==> config.mk <==
export PLATFORM = sky130hd
export DESIGN_NAME = lidar_scan_controller
export DESIGN_NICKNAME = d
export VERILOG_FILES = /design/src/rtl/lidar_pkg.sv /design/src/rtl/lidar_cmd_tx.sv /design/src/rtl/lidar_scan_controller.sv
export SDC_FILE = /design/constraint.sdc
export NUM_CORES = 1
export LEC_CHECK = 0
export ABC_AREA = 1
export CAP_MARGIN = 25
export CORE_ASPECT_RATIO = 2
export CORE_MARGIN = 1
export CORE_UTILIZATION = 55
export CTS_CLUSTER_DIAMETER = 30
export CTS_CLUSTER_SIZE = 8
export DETAILED_ROUTE_END_ITERATION = 8
export PLACE_DENSITY_LB_ADDON = 0.05
export SLEW_MARGIN = 25
export SYNTH_ARGS = -nofsm -noshare
export SYNTH_HDL_FRONTEND = slang
export SYNTH_SLANG_ARGS = --single-unit
==> constraint.sdc <==
create_clock -name clk_in -period 2.7 [get_ports clk_in]
set_input_delay 0.54 -clock clk_in [delete_from_list [all_inputs] [get_ports clk_in]]
set_output_delay 0.54 -clock clk_in [all_outputs]
set_load 0.005 [all_outputs]
==> src/rtl/lidar_pkg.sv <==
// Shared definitions for the LiDAR scan controller, its command transmitter
// and the packet parser that sits behind it.
package lidar_pkg;

  localparam logic [7:0] CMD_HDR   = 8'hA5;
  localparam logic [7:0] CMD_STOP  = 8'h65;
  localparam logic [7:0] CMD_START = 8'h60;

  // Response descriptor sync bytes the parser looks for after a start command.
  localparam logic [7:0] RESP_SYNC0    = 8'hA5;
  localparam logic [7:0] RESP_SYNC1    = 8'h5A;
  localparam logic [7:0] RESP_DESC_LEN = 8'd7;

  typedef enum logic [2:0] {
    ST_IDLE       = 3'd0,
    ST_SEND_STOP  = 3'd1,
    ST_STOP_GAP   = 3'd2,
    ST_SEND_START = 3'd3,
    ST_WAIT_FIRST = 3'd4,
    ST_RUN        = 3'd5,
    ST_SHUTDOWN   = 3'd6,
    ST_FAULT      = 3'd7
  } ctrl_state_e;

  typedef enum logic [1:0] {
    PH_IDLE = 2'd0,
    PH_HDR  = 2'd1,
    PH_CODE = 2'd2
  } cmd_phase_e;

  function automatic logic [3:0] sat_inc4(input logic [3:0] value, input logic [3:0] limit);
    if (value >= limit) begin
      sat_inc4 = limit;
    end else begin
      sat_inc4 = value + 4'd1;
    end
  endfunction

endpackage

==> src/rtl/lidar_cmd_tx.sv <==
// Two-byte command sender: header 0xA5 then the command code, one UART byte at a
// time, with an optional abort that stops after the byte currently in flight.
module lidar_cmd_tx
  import lidar_pkg::*;
(
  input  logic       clk_in,
  input  logic       rst_n_in,
  input  logic       i_go,
  input  logic [7:0] i_code,
  input  logic       i_abort,
  input  logic       i_tx_done,
  output logic       o_tx_start,
  output logic [7:0] o_tx_data,
  output logic       o_cmd_done
);

  cmd_phase_e r_phase;
  logic       r_tx_start;
  logic [7:0] r_tx_data;
  logic [7:0] r_code;
  logic       w_accept;
  logic       w_done;

  // A done pulse coinciding with our own start pulse belongs to an older byte.
  assign w_accept   = i_tx_done & ~r_tx_start & (r_phase != PH_IDLE);
  assign w_done     = w_accept & ((r_phase == PH_CODE) | ((r_phase == PH_HDR) & i_abort));
  assign o_cmd_done = w_done;
  assign o_tx_start = r_tx_start;
  assign o_tx_data  = r_tx_data;

  // Byte sequencer: launches the next byte in the cycle after each completion.
  always_ff @(posedge clk_in or negedge rst_n_in) begin
    if (!rst_n_in) begin
      r_phase    <= PH_IDLE;
      r_tx_start <= 1'b0;
      r_tx_data  <= 8'h00;
      r_code     <= 8'h00;
    end else if ((w_done || r_phase == PH_IDLE) && i_go) begin
      r_phase    <= PH_HDR;
      r_tx_start <= 1'b1;
      r_tx_data  <= CMD_HDR;
      r_code     <= i_code;
    end else if (w_done) begin
      r_phase    <= PH_IDLE;
      r_tx_start <= 1'b0;
    end else if (w_accept) begin
      r_phase    <= PH_CODE;
      r_tx_start <= 1'b1;
      r_tx_data  <= r_code;
    end else begin
      r_tx_start <= 1'b0;
    end
  end

endmodule

==> src/rtl/lidar_scan_controller.sv <==
// Scan sequencer for the LiDAR: stop/gap/start command handshake, parser enable,
// packet watchdog with bounded restarts and a latched fault state.
module lidar_scan_controller
  import lidar_pkg::*;
#(
  parameter int STOP_GAP_CYCLES = 100000,
  parameter int WATCHDOG_CYCLES = 2000000,
  parameter int RETRY_LIMIT     = 3
) (
  input  logic       clk_in,
  input  logic       rst_n_in,
  input  logic       scan_en_in,
  input  logic       tx_done_in,
  input  logic       pkt_valid_in,
  output logic [7:0] tx_data_out,
  output logic       tx_start_out,
  output logic       parser_en_out,
  output logic       scanning_out,
  output logic       fault_out,
  output logic [3:0] retry_cnt_out
);

  localparam int GAP_W = $clog2(STOP_GAP_CYCLES + 1);
  localparam int WD_W  = $clog2(WATCHDOG_CYCLES + 1);
  localparam logic [GAP_W-1:0] GAP_LOAD = GAP_W'(STOP_GAP_CYCLES);
  localparam logic [GAP_W-1:0] GAP_ONE  = GAP_W'(1);
  localparam logic [WD_W-1:0]  WD_LOAD  = WD_W'(WATCHDOG_CYCLES);
  localparam logic [WD_W-1:0]  WD_ONE   = WD_W'(1);
  localparam logic [3:0]       RETRY_LIM = 4'(RETRY_LIMIT);

  ctrl_state_e      r_state;
  ctrl_state_e      w_next;
  logic [GAP_W-1:0] r_gap_cnt;
  logic [WD_W-1:0]  r_wd_cnt;
  logic [3:0]       r_retry;
  logic [3:0]       w_retry_next;
  logic             r_scanning;
  logic             r_fault;
  logic             r_parser_en;
  logic             w_go;
  logic [7:0]       w_code;
  logic             w_abort;
  logic             w_cmd_done;
  logic             w_wd_active;
  logic             w_wd_expire;
  logic             w_gap_done;

  assign w_wd_active = (r_state == ST_WAIT_FIRST) | (r_state == ST_RUN);
  assign w_wd_expire = (r_wd_cnt == WD_ONE);
  assign w_gap_done  = (r_gap_cnt == GAP_ONE);

  lidar_cmd_tx u_cmd_tx (
    .clk_in     (clk_in),
    .rst_n_in   (rst_n_in),
    .i_go       (w_go),
    .i_code     (w_code),
    .i_abort    (w_abort),
    .i_tx_done  (tx_done_in),
    .o_tx_start (tx_start_out),
    .o_tx_data  (tx_data_out),
    .o_cmd_done (w_cmd_done)
  );

  // Next-state, command launch and retry bookkeeping.
  always_comb begin
    w_next       = r_state;
    w_go         = 1'b0;
    w_code       = CMD_STOP;
    w_abort      = 1'b0;
    w_retry_next = r_retry;
    case (r_state)
      ST_IDLE: begin
        if (scan_en_in) begin
          w_next = ST_SEND_STOP;
          w_go   = 1'b1;
        end else begin
          w_next = ST_IDLE;
        end
      end
      ST_SEND_STOP, ST_SEND_START: begin
        w_abort = ~scan_en_in;
        if (w_cmd_done) begin
          if (!scan_en_in) begin
            w_next = ST_SHUTDOWN;
            w_go   = 1'b1;
          end else if (r_state == ST_SEND_STOP) begin
            w_next = ST_STOP_GAP;
          end else begin
            w_next = ST_WAIT_FIRST;
          end
        end else begin
          w_next = r_state;
        end
      end
      ST_STOP_GAP: begin
        if (!scan_en_in) begin
          w_next = ST_SHUTDOWN;
          w_go   = 1'b1;
        end else if (w_gap_done) begin
          w_next = ST_SEND_START;
          w_go   = 1'b1;
          w_code = CMD_START;
        end else begin
          w_next = ST_STOP_GAP;
        end
      end
      ST_WAIT_FIRST, ST_RUN: begin
        // Shutdown beats a packet, and a packet beats an expiry in the same cycle.
        if (!scan_en_in) begin
          w_next = ST_SHUTDOWN;
          w_go   = 1'b1;
        end else if (pkt_valid_in) begin
          w_next       = ST_RUN;
          w_retry_next = 4'd0;
        end else if (w_wd_expire) begin
          if ((r_retry + 4'd1) == RETRY_LIM) begin
            w_next = ST_FAULT;
          end else begin
            w_next       = ST_SEND_STOP;
            w_go         = 1'b1;
            w_retry_next = sat_inc4(r_retry, RETRY_LIM);
          end
        end else begin
          w_next = r_state;
        end
      end
      ST_SHUTDOWN: begin
        if (w_cmd_done) begin
          w_next       = ST_IDLE;
          w_retry_next = 4'd0;
        end else begin
          w_next = ST_SHUTDOWN;
        end
      end
      ST_FAULT: begin
        if (!scan_en_in) begin
          w_next       = ST_IDLE;
          w_retry_next = 4'd0;
        end else begin
          w_next = ST_FAULT;
        end
      end
      default: begin
        w_next       = ST_IDLE;
        w_retry_next = 4'd0;
      end
    endcase
  end

  // State register and registered status outputs.
  always_ff @(posedge clk_in or negedge rst_n_in) begin
    if (!rst_n_in) begin
      r_state     <= ST_IDLE;
      r_scanning  <= 1'b0;
      r_fault     <= 1'b0;
      r_parser_en <= 1'b0;
      r_retry     <= 4'd0;
    end else begin
      r_state     <= w_next;
      r_scanning  <= (w_next == ST_RUN);
      r_fault     <= (w_next == ST_FAULT);
      r_parser_en <= (w_next == ST_WAIT_FIRST) | (w_next == ST_RUN);
      r_retry     <= w_retry_next;
    end
  end

  // Drain gap between stop and start commands.
  always_ff @(posedge clk_in or negedge rst_n_in) begin
    if (!rst_n_in) begin
      r_gap_cnt <= GAP_LOAD;
    end else if (r_state != ST_STOP_GAP) begin
      r_gap_cnt <= GAP_LOAD;
    end else if (r_gap_cnt > GAP_ONE) begin
      r_gap_cnt <= r_gap_cnt - GAP_ONE;
    end else begin
      r_gap_cnt <= r_gap_cnt;
    end
  end

  // Packet watchdog: preloaded outside the listening states, reloaded per packet.
  always_ff @(posedge clk_in or negedge rst_n_in) begin
    if (!rst_n_in) begin
      r_wd_cnt <= WD_LOAD;
    end else if (!w_wd_active || pkt_valid_in) begin
      r_wd_cnt <= WD_LOAD;
    end else if (r_wd_cnt > WD_ONE) begin
      r_wd_cnt <= r_wd_cnt - WD_ONE;
    end else begin
      r_wd_cnt <= r_wd_cnt;
    end
  end

  assign scanning_out  = r_scanning;
  assign fault_out     = r_fault;
  assign parser_en_out = r_parser_en;
  assign retry_cnt_out = r_retry;

endmodule

Word-level counts from Yosys, hierarchy flattened
Cells that the tools add are included.

word-level totals
  register bits after elaboration = 67
  bits in latches = 0
  bits in writable memories = 0
  bits in read-only memories = 0
  bits of input ports = 5
  logic and storage cells = 112
  memories = 0

cells by class
  add/sub/neg operators = 3
  multiply operators = 0
  div/mod/pow operators = 0
  order comparisons = 3
  eq/ne operators = 22
  shift-type cells = 0
  muxes and demuxes = 48
  bitwise operators = 9
  reduce and logical (&&, ||, !) cells = 16

operators by type and width
  cell                                                                     number
  21-bit 2-to-1 mux                                                        2
  3-bit 2-to-1 mux                                                         13
  17-bit 2-to-1 mux                                                        2
  4-bit 2-to-1 mux                                                         7
  8-bit 2-to-1 mux                                                         3
  21-bit by 1-bit equality test with 1-bit output (second input constant)  1
  3-bit equality test (second input constant)                              7
  21-bit by 1-bit > comparator with 1-bit output (second input constant)   1
  21-bit by 1-bit subtractor with 21-bit output (second input constant)    1
  3-bit case mux with 6 select lines                                       1
  17-bit by 1-bit equality test with 1-bit output (second input constant)  1
  17-bit by 1-bit > comparator with 1-bit output (second input constant)   1
  17-bit by 1-bit subtractor with 17-bit output (second input constant)    1
  1-bit 2-to-1 mux                                                         15
  4-bit case mux with 3 select lines                                       1
  2-bit nonzero test                                                       4
  3-bit by 2-bit equality test with 1-bit output (second input constant)   2
  2-bit 2-to-1 mux                                                         3
  2-bit inequality test (second input constant)                            3
  3-bit inequality test (second input constant)                            2
  6-bit AND reduction                                                      1
  3-bit nonzero test                                                       2
  4-bit by 1-bit adder with 4-bit output (second input constant)           1
  1-bit AND                                                                4
  17 further kinds                                                         22

Depth between registers and ports, before layout
  depth after elaboration = 11
  mapped depth = 12

Cells and area by module
Synthesis repeated with hierarchy kept, for this count alone.

unflattened totals
  cell total of the unflattened synthesis = 514
  area, all modules = 4095.2 um2

modules (own cells, without submodules)
  module                 times used  cells an instance  area an instance (um2)  sequential area each (um2)
  lidar_scan_controller  1           416                3196.8                  1217.4
  lidar_cmd_tx           1           98                 898.4                   475.5

Least setup slack after synthesis
Ideal clock, no wire load.

  path type = register -> register
  start = register r_retry[0], in the netlist retry_cnt_out[0]
  end = register u_cmd_tx.r_tx_data[2], in the netlist u_cmd_tx.o_tx_data[2]
  arrival = 1.402 ns
  data required time = 2.583 ns
  path slack = 1.182 ns
  cell stages (with the launch flop) = 10
  clock period less this slack = 1.518 ns
  cell sequence = dfrtp_1 ha_1 xnor2_1 nand4_1 nand3_1 nand3_2 nand2_4 nand2_1 nand2_1 nand2_1

on the way
  longest elaborated chain between the ends = 10
  elaborated cells between the ends (all ways) = 12

ends and longest elaborated chain
  element                                                                line                          source
  from (decl)                                                            lidar_scan_controller.sv:35   logic [3:0] r_retry;
  from (signal assigned)                                                 lidar_scan_controller.sv:163  r_retry <= w_retry_next;
  4-bit by 1-bit adder with 4-bit output *                               lidar_scan_controller.sv:116  if ((r_retry + 4'd1) == RETRY_LIM) begin
  4-bit by 2-bit equality test with 1-bit output *                       lidar_scan_controller.sv:116
  1-bit 2-to-1 mux *                                                     lidar_scan_controller.sv:116
  1-bit 2-to-1 mux *                                                     lidar_scan_controller.sv:115  end else if (w_wd_expire) begin
  1-bit 2-to-1 mux *                                                     lidar_scan_controller.sv:112  end else if (pkt_valid_in) begin
  1-bit 2-to-1 mux *                                                     lidar_scan_controller.sv:109  if (!scan_en_in) begin
  1-bit case mux with 4 select lines *                                   lidar_scan_controller.sv:71   case (r_state)
  1-bit logical AND *                                                    lidar_cmd_tx.sv:38            end else if ((w_done || r_phase == PH_IDLE) && i_go) begin
  2-bit inequality test (no line) or 2-bit nonzero test (tied branches)  --
  2-bit AND reduction (no line)                                          --
  to (signal assigned)                                                   lidar_cmd_tx.sv:49            r_tx_data <= r_code;
  to (decl)                                                              lidar_cmd_tx.sv:19            logic [7:0] r_tx_data;

Every way passes the cells marked *; elsewhere a longest branch is shown, timed or not.
A chain may end at the register's enable or synchronous reset.

Worst setup path after layout
  start = register r_retry[2], in the netlist retry_cnt_out[2]
  end = output port retry_cnt_out[2]

RTL lines
  element    line                         source
  to (decl)  lidar_scan_controller.sv:20  output logic [3:0] retry_cnt_out

No word-level cell between the ends.

==> impl_metrics.csv <==
group,metric,value,unit
run_status,status,"finished with violations",
run_status,violations,"DRC",
yosys,synth-main-ff-cell,"dfrtp_1",
critical_path,cp_num_buf_inv,1,
clocking,clock_path_buffers,2,
yosys,synthCells,458,
timing,max_slew_margin,0.525,
cells_and_area,regArea,1440,sq um
cells_and_area,n_antenna_cell,0,
placement,numPortBuffers,17,
cells_and_area,layout-drive-gt1-share,0.131,
cells_and_area,n_fill_cell,541,
critical_path,crit_chain,"clkdlybuf4s50_1",
critical_path,rrSetupSlack,0.89,ns
die,die_area,6550,sq um
critical_path,critPathRequiredTime,2.16,ns
critical_path,startpoint_type,"flop",
placement,globalplace.congestion,0.920,
critical_path,crit_type,"flop to output pin",
timing,holdWs,0.335,ns
global_route,grt_start_max_net_pins,58,
cells_and_area,final_nets,494,
power_and_ir_drop,leakagePower,1.91,nW
die,initial_core_util,0.569,
global_route,grt_usage,0.267,
timing,worst_pin_slew,0.713,ns
timing,rsz0062_at_grt,"no",
timing,clock_skew,0.00768,ns
flow_run,drv_cap,0,
yosys,synth_edf_count,0,
detailed_routing,vias,2949,
critical_path,critPathCaptureType,"output pin",
critical_path,cp_slowest_cell,"clkdlybuf4s50_1",
clocking,htreeDepth,3,
detailed_routing,first_pass_iters,6,
timing,fin_crit_sh,0.689,
cells_and_area,area_growth,14.2,%
detailed_routing,drc,2,
timing,tns,0,ns
clocking,cts-buffers-inserted,9,
timing,fmax,538,MHz
placement,dp_hpwl,5.84,mm
die,coreArea,6010,sq um
clocking,post_cts_resize_count,0,
clocking,cts_setup_buffers,0,
timing,fin_crit,1.86,ns
global_route,grt_pass1_vias,3084,
cells_and_area,mostFrequentLayoutCells,"nand2_1, inv_1, nor2_1, dfrtp_1, nand3_1",
timing,finalMaxSlewViolations,0,
die,die_h,113,um
clocking,cts_tree,"yes",
power_and_ir_drop,ir_worst_vdd,0.548,mV
timing,finalSetupViolCount,0,
die,die_width,57.7,um
yosys,ys_types,37,
clocking,clkLatencyLatePin,0.34,ns
critical_path,crit_family,"buffers and inverters",
yosys,postSynth.asyncResetShare,1.00,
critical_path,crit_path_max_fanout,5,
yosys,avgSynthCellArea,7.46,sq um
cells_and_area,multi_input_area,1620,sq um
critical_path,cpPeakStageDelay,0.55,ns
clocking,cts-root-buf,"clkbuf_16",
detailed_routing,via_per_inst,5.35,
timing,finalHoldViolCount,0,
global_route,antenna_found_initial,0,
power_and_ir_drop,p_per_area,956,nW/um^2
min_path,hp-class,"input pin to asynchronous set/reset pin",
cells_and_area,fin_cells,551,
placement,placedCellCount,535,
clocking,clk_transition_reported_paths,0.05,ns
yosys,yosys_warnings,0,
die,placementRows,40,
yosys,yosysSeqAreaShare,0.422,
clocking,clock-sinks,57,
power_and_ir_drop,total_power,0.00373,W
global_route,grt_overflow_total,0,
cells_and_area,layout_commonest_cell,"nand2_1",
critical_path,cp.arrival,1.32,ns
yosys,syn_area,3420,sq um
yosys,ys_ff_latch,57,
detailed_routing,dr.first_iter.drc_count,134,
die,pin_count,21,
clocking,cts_hold_buffers,0,
detailed_routing,routed_wirelength,7.69,mm
detailed_routing,post_drt_wl_per_cell,14.0,um
global_route,grt_first_pass_wirelength,13.1,mm
detailed_routing,antenna_left,0,
==> final cells by class <==
| cell class | instances | area share |
|---|---|---|
| multi-input cells | 314 | 0.416 |
| repair buffers | 20 | 0.0481 |
| clock inverters | 4 | 0.00513 |
| inverters | 81 | 0.0779 |
| well taps | 63 | 0.0202 |
| flip-flops and latches | 57 | 0.370 |
| clock buffers | 12 | 0.0631 |
==> registers in the layout, summed over array words and instances, names as in the netlist, 2 cells and up <==
register / cells
r_wd_cnt: 21
u_cmd_tx.r_code: 2
u_cmd_tx.o_tx_data: 4
r_gap_cnt: 17
r_state: 3
retry_cnt_out: 4
u_cmd_tx.r_phase: 2
==> through the flow <==
step                      area, sq um  worst slack (ns)   util
after global placement           3640             0.642  0.606
after global routing             3900             0.715  0.650
after floorplan                  3420              1.18      -
final                            3900             0.840  0.650
after CTS                        3900             0.830  0.650
after detailed placement         3640             0.586  0.606
==> final timing paths <==
| kind | start | endpoint | cells after the start |
|---|---|---|---|
| max | retry_cnt_out[2] | retry_cnt_out[2] | 1 |
| min | rst_n_in | r_gap_cnt[11] | 2 |
| max reg2reg | r_wd_cnt[0] | r_wd_cnt[16] | 7 |
| min reg2reg | u_cmd_tx.r_code[5] | u_cmd_tx.r_code[5] | 2 |
| max in group asynchronous | rst_n_in | r_state[0] | 2 |
| min in group clk_in | u_cmd_tx.r_code[5] | u_cmd_tx.r_code[5] | 2 |
==> cell usage after synthesis (3+ instances only) <==
| master | number | area share |
|---|---|---|
| nand2_4 | 4 | 0.013 |
| inv_2 | 7 | 0.0077 |
| nor3_1 | 22 | 0.032 |
| o21ai_0 | 13 | 0.019 |
| dfrtp_1 | 44 | 0.32 |
| nand2_1 | 92 | 0.10 |
| xor2_1 | 11 | 0.028 |
| nand3_1 | 29 | 0.042 |
| o31ai_1 | 5 | 0.011 |
| nor2_2 | 9 | 0.016 |
| a21oi_1 | 10 | 0.015 |
| or2_0 | 3 | 0.0055 |
| nand2_2 | 4 | 0.0073 |
| nand4_1 | 13 | 0.024 |
| inv_1 | 74 | 0.081 |
| o21ai_1 | 5 | 0.0073 |
| xnor2_1 | 6 | 0.015 |
| dfstp_2 | 13 | 0.10 |
| ha_1 | 6 | 0.022 |
| nor2_1 | 62 | 0.068 |
| buf_4 | 4 | 0.0088 |
==> logic make-up (layout without fill, tap and decap cells) <==
group,count (synthesis),count (layout),share of synthesized area
buf+inv,89,117,0.105
fa+ha+maj,6,6,0.0220
xor+xnor,17,17,0.0436
flops,57,57,0.422
compound gates,40,40,0.0670
simple gates,248,248,0.339
other cells,1,3,0.00110
==> layer usage <==
layer | part of all wire | wire [um] | track usage
met1 | 0.37 | 2870 | 0.254
met2 | 0.55 | 4230 | 0.493
met3 | 0.029 | 223 | 0.0635
met4 | 0.047 | 364 | 0.170
met5 | 0 | 0 | 0
==> report_power, final <==
group          total [W]  internal [W]  switching (W)
logic            0.00152      0.000540       0.000976
clock network    0.00102      0.000638       0.000386
registers        0.00119       0.00104       0.000151
No activity file was read; power rests on OpenSTA's default activity.
